$ cat src/rtl/vote_pkg.sv
// Shared types and defaults for the vote tally controller.
// Ballot FSM state encoding and default sizing constants.
package vote_pkg;

  typedef enum logic [1:0] {
    IDLE,
    ARMED,
    REJ_WAIT,
    REL_WAIT
  } vote_state_t;

  localparam int N_CAND_DEF  = 4;
  localparam int COUNT_W_DEF = 8;

endpackage

$ cat src/rtl/vote_onehot_enc.sv
// Combinational button-vector classifier: zero / one-hot / index.
// Index is only meaningful when is_onehot is set.
module vote_onehot_enc #(
  parameter int N = 4
) (
  input  logic [N-1:0]         vec,
  output logic                 is_zero,
  output logic                 is_onehot,
  output logic [$clog2(N)-1:0] index
);

  localparam int IW = $clog2(N);

  always_comb begin
    index = '0;
    for (int i = 0; i < N; i++) begin
      if (vec[i]) index = index | IW'(i);
    end
  end

  assign is_zero   = (vec == '0);
  assign is_onehot = !is_zero &&
                     ((vec & (vec - N'(1))) == '0);

endmodule

$ cat src/rtl/vote_tally_ctrl.sv
// N-candidate ballot counter with one-vote-per-arm control.
// Optional reject counter: define VOTE_TALLY_INVALID_CNT_EN.
module vote_tally_ctrl
  import vote_pkg::*;
#(
  parameter int N_CAND  = N_CAND_DEF,
  parameter int COUNT_W = COUNT_W_DEF
) (
  input  logic                              clock,
  input  logic                              reset,
  input  logic                              mode,
  input  logic                              ballot_arm,
  input  logic [N_CAND-1:0]                 vote_valid,
  output logic                              ballot_ready,
  output logic                              vote_ack,
  output logic                              vote_rej,
  output logic [$clog2(N_CAND)-1:0]         vote_cand,
  output logic [N_CAND*COUNT_W-1:0]         counts,
  output logic [COUNT_W+$clog2(N_CAND)-1:0] total_votes,
  output logic                              sat_flag
`ifdef VOTE_TALLY_INVALID_CNT_EN
  ,
  output logic [COUNT_W-1:0]                invalid_cnt
`endif
);

  localparam int TOT_W = COUNT_W + $clog2(N_CAND);
  localparam int IW    = $clog2(N_CAND);
  localparam logic [COUNT_W-1:0] CNT_MAX = '1;
  localparam logic [COUNT_W-1:0] CNT_ONE = 1;
  localparam logic [TOT_W-1:0]   TOT_ONE = 1;

  vote_state_t state;

  logic          is_zero;
  logic          is_onehot;
  logic [IW-1:0] index;
  logic          accept;
  logic          reject;
  logic [N_CAND-1:0] inc;
  logic [N_CAND-1:0] sat_hit;
  logic [TOT_W-1:0]  total;

  vote_onehot_enc #(
    .N(N_CAND)
  ) u_enc (
    .vec      (vote_valid),
    .is_zero  (is_zero),
    .is_onehot(is_onehot),
    .index    (index)
  );

  // Result mode aborts an open ballot before any press is honoured.
  assign accept = (state == ARMED) && !mode && is_onehot;
  assign reject = (state == ARMED) && !mode &&
                  !is_zero && !is_onehot;

  always_ff @(posedge clock) begin
    if (reset) begin
      state        <= IDLE;
      ballot_ready <= 1'b0;
      vote_ack     <= 1'b0;
      vote_rej     <= 1'b0;
      vote_cand    <= '0;
    end else begin
      vote_ack <= 1'b0;
      vote_rej <= 1'b0;
      unique case (state)
        IDLE: begin
          if (!mode && ballot_arm) begin
            state        <= ARMED;
            ballot_ready <= 1'b1;
          end
        end
        ARMED: begin
          if (mode) begin
            state        <= IDLE;
            ballot_ready <= 1'b0;
          end else if (accept) begin
            state        <= REL_WAIT;
            ballot_ready <= 1'b0;
            vote_ack     <= 1'b1;
            vote_cand    <= index;
          end else if (reject) begin
            state    <= REJ_WAIT;
            vote_rej <= 1'b1;
          end
        end
        REJ_WAIT: begin
          if (mode) begin
            state        <= IDLE;
            ballot_ready <= 1'b0;
          end else if (is_zero) begin
            state <= ARMED;
          end
        end
        REL_WAIT: begin
          if (is_zero) state <= IDLE;
        end
        default: begin
          state        <= IDLE;
          ballot_ready <= 1'b0;
        end
      endcase
    end
  end

  for (genvar i = 0; i < N_CAND; i++) begin : g_tally
    logic [COUNT_W-1:0] cnt;
    logic               hit;

    assign hit        = accept && vote_valid[i];
    assign inc[i]     = hit && (cnt != CNT_MAX);
    assign sat_hit[i] = hit && (cnt == CNT_MAX);

    always_ff @(posedge clock) begin
      if (reset)       cnt <= '0;
      else if (inc[i]) cnt <= cnt + CNT_ONE;
    end

    assign counts[i*COUNT_W +: COUNT_W] =
      mode ? cnt : '0;
  end

  // Total only moves with a real increment, so it always equals the sum.
  always_ff @(posedge clock) begin
    if (reset) begin
      total    <= '0;
      sat_flag <= 1'b0;
    end else begin
      if (|inc)     total    <= total + TOT_ONE;
      if (|sat_hit) sat_flag <= 1'b1;
    end
  end

  assign total_votes = mode ? total : '0;

`ifdef VOTE_TALLY_INVALID_CNT_EN
  logic [COUNT_W-1:0] rej_cnt;

  always_ff @(posedge clock) begin
    if (reset)
      rej_cnt <= '0;
    else if (reject && rej_cnt != CNT_MAX)
      rej_cnt <= rej_cnt + CNT_ONE;
  end

  assign invalid_cnt = mode ? rej_cnt : '0;
`endif

endmodule

$ cat config.mk
export PLATFORM = sky130hd
export DESIGN_NAME = vote_tally_ctrl
export DESIGN_NICKNAME = d
export VERILOG_FILES = /design/src/rtl/vote_pkg.sv /design/src/rtl/vote_onehot_enc.sv /design/src/rtl/vote_tally_ctrl.sv
export SDC_FILE = /design/constraint.sdc
export NUM_CORES = 1
export LEC_CHECK = 0
export BUFFER_PORTS_ARGS = -buffer_cell sky130_fd_sc_hd__buf_2
export CORE_ASPECT_RATIO = 1.2
export CORE_MARGIN = 2
export CORE_UTILIZATION = 59
export CTS_BUF_LIST = sky130_fd_sc_hd__clkbuf_4 sky130_fd_sc_hd__clkbuf_8 sky130_fd_sc_hd__clkbuf_16
export CTS_CLUSTER_SIZE = 24
export DETAILED_ROUTE_END_ITERATION = 7
export PLACE_DENSITY = 0.95
export RECOVER_POWER = 25
export SLEW_MARGIN = 20
export SYNTH_ARGS = -nofsm -noshare
export SYNTH_HDL_FRONTEND = slang
export SYNTH_HIERARCHICAL = 1
export SYNTH_SLANG_ARGS = --single-unit
$ cat constraint.sdc
create_clock -name clock -period 4.69 [get_ports clock]
set_clock_uncertainty 0.05 [all_clocks]
set_input_delay 0.469 -clock clock [delete_from_list [all_inputs] [get_ports clock]]
set_output_delay 0.469 -clock clock [all_outputs]
set_load 0.01 [all_outputs]
Word-level counts from Yosys, hierarchy flattened
Cells that the tools add are included.
{"block": "totals", "inputBits": 8, "out_inout_bits": 48, "wordCells": 92, "regBits": 50}
{"block": "op_classes", "add_sub_neg": 6, "reduce_logical": 32, "mux": 23, "bitwise": 3, "n_eq_ne": 17}
{"cell": "8-bit by 1-bit adder with 8-bit output, second input constant", "count": 4}
{"cell": "8-bit equality test, second input constant", "count": 4}
{"cell": "8-bit two-way mux", "count": 4}
{"cell": "8-bit != test, second input constant", "count": 4}
{"cell": "1-bit logical AND", "count": 18}
{"cell": "2-bit two-way mux", "count": 9}
{"cell": "4-bit OR reduction", "count": 3}
{"cell": "10-bit by 1-bit adder with 10-bit output, second input constant", "count": 1}
{"cell": "10-bit two-way mux", "count": 1}
{"cell": "4-bit zero test", "count": 2}
{"cell": "2-bit case mux with 4 select lines", "count": 1}
{"cell": "4-bit AND reduction", "count": 2}
{"cell": "1-bit two-way mux", "count": 7}
{"cell": "4-bit AND", "count": 1}
{"cell": "2-bit equality test, second input constant", "count": 2}
{"cell": "2-bit != test, second input constant", "count": 2}
{"cell": "4-bit != test, second input constant", "count": 1}
{"cell": "4-bit by 1-bit subtractor with 4-bit output, second input constant", "count": 1}
{"cell": "1-bit zero test", "count": 3}
{"cell": "3-bit by 2-bit != test with 1-bit output, second input constant", "count": 1}
{"cell": "3-bit != test, second input constant", "count": 1}
{"cell": "1-bit case mux with 3 select lines", "count": 1}
{"cell": "3-bit AND reduction", "count": 1}
{"cell": "3-bit nonzero test", "count": 1}
{"cell": "other kinds (5)", "count": 6}

Logic depth before layout (Yosys ltp)
{"block": "logic_depth", "ltp_word": 10, "depth_mapped": 9}

Modules after synthesis
Netlist, hierarchy kept.
{"mod": "vote_tally_ctrl", "seq_area_each_um2": 1001.0, "area_per_inst_um2": 2632.5, "cells_per_inst": 316, "n_inst": 1}
{"mod": "vote_onehot_enc", "seq_area_each_um2": 0.0, "area_per_inst_um2": 56.3, "cells_per_inst": 8, "n_inst": 1}

Worst setup path before layout
OpenSTA, ideal clock, no wires.
{"block": "synth_timing", "path_kind": "input to register", "from": "input vote_valid[0]", "to": "register total[5]", "stages": 8, "arrival_time_ns": 2.118, "path_buffers": 1, "setup_slack_ns": 2.452, "cell_sequence": "nor4b_1 a211o_1 and3b_2 buf_6 o211a_4 nor4_4 or4_1 a21oi_1"}
{"block": "synth_between", "elab_chain_cells": 8, "word_cells_on_any_way": 16}
{"item": "start, declared", "line": "vote_tally_ctrl.sv:13", "text": "input logic [N_CAND-1:0] vote_valid,"}
{"item": "4-bit by 1-bit subtractor with 4-bit output", "line": "vote_onehot_enc.sv:23", "text": "((vec & (vec - N'(1))) == '0);"}
{"item": "4-bit AND", "line": "vote_onehot_enc.sv:23"}
{"item": "4-bit zero test", "line": "vote_onehot_enc.sv:23"}
{"item": "1-bit logical AND *", "line": "vote_onehot_enc.sv:22", "text": "assign is_onehot = !is_zero &&"}
{"item": "named net is_onehot", "line": "vote_tally_ctrl.sv:36", "text": "logic is_onehot;"}
{"item": "1-bit logical AND *", "line": "vote_tally_ctrl.sv:54", "text": "assign accept = (state == ARMED) && !mode && is_onehot;"}
{"item": "1-bit logical AND", "line": "vote_tally_ctrl.sv:112", "text": "assign hit = accept && vote_valid[i];"}
{"item": "1-bit logical AND", "line": "vote_tally_ctrl.sv:113", "text": "assign inc[i] = hit && (cnt != CNT_MAX);"}
{"item": "4-bit OR reduction *", "line": "vote_tally_ctrl.sv:131", "text": "if (|inc) total <= total + TOT_ONE;"}
{"item": "end signal, assigned", "line": "vote_tally_ctrl.sv:131"}
{"item": "end, declared", "line": "vote_tally_ctrl.sv:42", "text": "logic [TOT_W-1:0] total;"}
The timed path passes the listed nets; every way through them passes the cells marked *.
A chain may end at the register's enable or synchronous reset.

Final worst setup path
{"block": "layout_timing", "from": "input mode", "to": "register total[3]"}
{"block": "layout_between", "elab_chain_cells": 6, "word_cells_on_any_way": 12}
{"item": "start, declared", "line": "vote_tally_ctrl.sv:11", "text": "input logic mode,"}
{"item": "1-bit zero test *", "line": "vote_tally_ctrl.sv:54"}
{"item": "1-bit logical AND * (2 in series)", "line": "vote_tally_ctrl.sv:54"}
{"item": "1-bit logical AND", "line": "vote_tally_ctrl.sv:112"}
{"item": "1-bit logical AND", "line": "vote_tally_ctrl.sv:113"}
{"item": "4-bit OR reduction *", "line": "vote_tally_ctrl.sv:131"}
Every way passes the cells marked *; elsewhere a longest branch is shown, timed or not.

==> impl_results.md <==
- Synth Area in Simple Gates: 33.22%
- Final period utilization: 64.35%
- # setup viols final: 0
- Vias in the first global route: 2160
- CP endpoint kind: flip-flop
- P_leak: 1.189 nW
- Die area: 5115 um^2
- Crit path DAT: 3.12 ns
- Flop pwr share: 57.5%
- Power Density: 249.9 nW/um^2
- Hold Crit Class: reg2reg
- Placed Cells incl. Taps: 422
- RSZ-0062 raised after global routing: no
- Flop2flop setup slack: 2.26 ns
- Largest stage delay, worst path: 1.01 ns
- RR Startpoint: state[1]
- Max_slew headroom: 4.692%
- Synthesized area: 2689 um^2
- Logic pwr share: 8.0%
- Clock sinks: 50
- Clk Latency, worst-skew pair: 0.30 ns
- Seq/Total Area, Yosys: 37.23%
- Sw frac: 24.08%
- Layout cell share with drive strength beyond 1: 14.44%
- Die X: 65.63 um
- Crit-path slowest cell: clkbuf_1
- Top cell type by total area after synthesis: dfxtp_1
- CTS max path bufs: 2
- Drt first pass iters: 4
- Core ar.: 4327 um^2
- Finished Layout Cells: 430
- Placed Area: 2963 um^2
- Worst Tran Pin Value: 1.430 ns
- Cts-stage hold buffer count: 0
- 1st-iter DRT viols: 125
- Initial antenna violation count: 0
- Syn Area/Cell: 8.299 um^2
- Fmax: 331.3 MHz
- Vias/cell: 5.602
- Post-Synthesis Cells: 324
- Via count: 2409
- Port buffer count: 55
- Worst Reg2Reg Path Length in Cells: 7
- H-tree Lvls: 2
- Clock power frac: 34.6%
- Area contributors post-synth: dfxtp_1 (37%), and2_1 (9.3%), nor2_1 (4.9%)
- CP startpoint kind: primary input
- Layout area overhead: 12.80%
- Clock Pin Slew Worst Setup and Hold Paths: 0.09 ns
- Peak supply drop: 0.0002165 V
- Crit path to: total[3]
- Crit-path cells: clkbuf_1 -> and3b_1 -> o211a_2 -> nor4_4 -> or3_2 -> a21oi_1
- GP Congestion: 0.8657
- Crit Path Category: in2reg
- Fill count: 362
- Prevailing post-synth register cell: dfxtp_1
- Unique masters post-synth: 41
- Most frequent cells after synthesis: dfxtp_1 (50), and2_1 (40), nor2_1 (35), nand2_1 (25), a21oi_1 (21)
- Reg2reg end: total[3]
- Net count after synthesis: 342
- ANT nets after route: 0
- Largest net degree at the start of global routing: 51
- Detail Placement HPWL: 4022 um
- CP max FO: 45
- Crit path required time: 4.79 ns
- Root Buffer: clkbuf_8
- Die Ht: 77.95 um
- Design Power: 0.0007579 W
- NetSw: 0.0001825 W
- Largest family of logic cells by synthesized area: simple AND/OR/NAND/NOR gates
- Post-CTS setup buffers: 0
- Final Cell Area: 3033 um^2
- Setup TNS: 0 ns
- Rows: 26
- Total CTS buffers: 5
- Synth Area in Adders: 4.653%
- # IOs: 56
- Area share of the largest cell type after synthesis: 37.23%
- Mux cell area share after synthesis: 0.7445%
- # DRC: 0
- Starting Density: 62.15%
- Int Power: 0.0005754 W
- Slew Limit Fails: 0
- #FFs+latches synth: 50
- Nets@finish: 391
- Tmin final: 3.018 ns
- Final hold vios: 0
- EDFF count, synth: 0
- Asr flop ratio synth: 0%
- First-pass GRT wire length: 9349 um
- DR WL/cell: 13.17 um
- Cts repair resizes: 0
- Syn. warnings: 6
- Tot GR Track Use: 23.17%
- WL final: 5664 um
- Count leader, synth: dfxtp_1
- MaxCap Viol Count: 0
- Compound-cell area share of the yosys netlist: 11.91%
- GRT Residual Overflow: 0
- Outcome: finished clean
- Crit. Startpoint: mode
- CTS tree: done
- Ant. Diodes: 0
- Post-synthesis share of cell area spent on xor and xnor gates: 8.469%
[critical path, delay by kind of cell]
kind,cells,cell delay [ns]
AO/OA/AOI/OAI,2,0.32
buffers and inverters,1,1.01
AND/OR/NAND/NOR,3,1.31
[flip-flops by register name, summed over array words and instances, names as in the netlist]
signal / count
ballot_ready: 1
g_tally.cnt: 32
sat_flag: 1
state: 2
total: 10
vote_ack: 1
vote_cand: 2
vote_rej: 1
[routing by layer]
metal  GRT usage (%)  vias up  wire, um  part of all wire, %
met5               0        -         0                    0
met4           9.375        0       126                  2.2
met3           5.507       13       254                  4.5
met2           39.70       54      2834                   50
met1           27.26     1117      2449                   43
li1                -     1225         -                    -
[layout make-up]
type	instances	area, um^2	area share [%]
clock buffer	7	90.09	2.970
clock inverter	1	5.005	0.1650
inverter	8	30.03	0.9901
multi-input combinational	253	1585	52.27
sequential	50	1001	33.00
tap	56	70.07	2.310
timing repair buffer	55	251.5	8.292
[per-stage QoR]
| step | utilization (%) | hold slack (ns) | setup WS (ns) |
|---|---|---|---|
| 2_1_floorplan | - | 0.3973 | 2.452 |
| 3_3_place_gp | 68.48 | 0.3973 | 2.002 |
| 3_5_place_dp | 68.48 | 0.3965 | 1.939 |
| 4_1_cts | 70.68 | 0.4083 | 2.256 |
| 5_1_grt | 70.10 | 0.4537 | 1.346 |
| 6_report | 70.10 | 0.4109 | 1.672 |
[cell usage in the layout (no fill, tap or decap), drive strengths merged, types with 2 or more instances in the layout]
cell type | Yosys | final
or2 | 2 | 2
and2 | 41 | 41
nor2 | 35 | 35
or3 | 9 | 9
xor2 | 13 | 13
xnor2 | 13 | 13
inv | 8 | 8
nand2 | 25 | 25
nor4 | 2 | 2
buf | 3 | 36
a31oi | 2 | 2
ha | 10 | 10
mux2i | 2 | 2
o21ai | 13 | 13
nand4 | 16 | 16
a21oi | 21 | 21
dfxtp | 50 | 50
o211a | 4 | 4
nand3 | 12 | 12
o31ai | 2 | 2
nor3 | 11 | 11
o211ai | 4 | 4
and3 | 4 | 4
or4 | 2 | 2
nor4b | 2 | 2
clkbuf | 10 | 26
[worst min-delay path by stage]
stage | cells past startpoint | from | to
finish | 2 | vote_cand[0] | vote_cand[0]
floorplan | 2 | total[9] | total[9]
global placement | 2 | vote_cand[0] | vote_cand[0]
CTS | 2 | vote_cand[0] | vote_cand[0]
detailed placement | 2 | vote_cand[0] | vote_cand[0]
global route | 2 | vote_cand[0] | vote_cand[0]
[power groups by stage]
stage / clock network, W / registers [W] / logic [W]
3_5_place_dp: 0 / 0.000445 / 0.0000605
2_1_floorplan: 0 / 0.000445 / 0.0000450
6_report: 0.000262 / 0.000435 / 0.0000605
5_1_grt: 0.000290 / 0.000436 / 0.0000683
3_3_place_gp: 0 / 0.000445 / 0.0000575
4_1_cts: 0.000268 / 0.000435 / 0.0000611
[cells by family after synthesis]
kind of cell               after synthesis
and+or+nand+nor                        165
AOI/OAI and AO/OA                       50
muxes                                    2
buffers and inverters                   21
xor gates and xnor gates                26
adders and majority gates               10
DFF                                     50
Power figures use the tool's default switching activity.
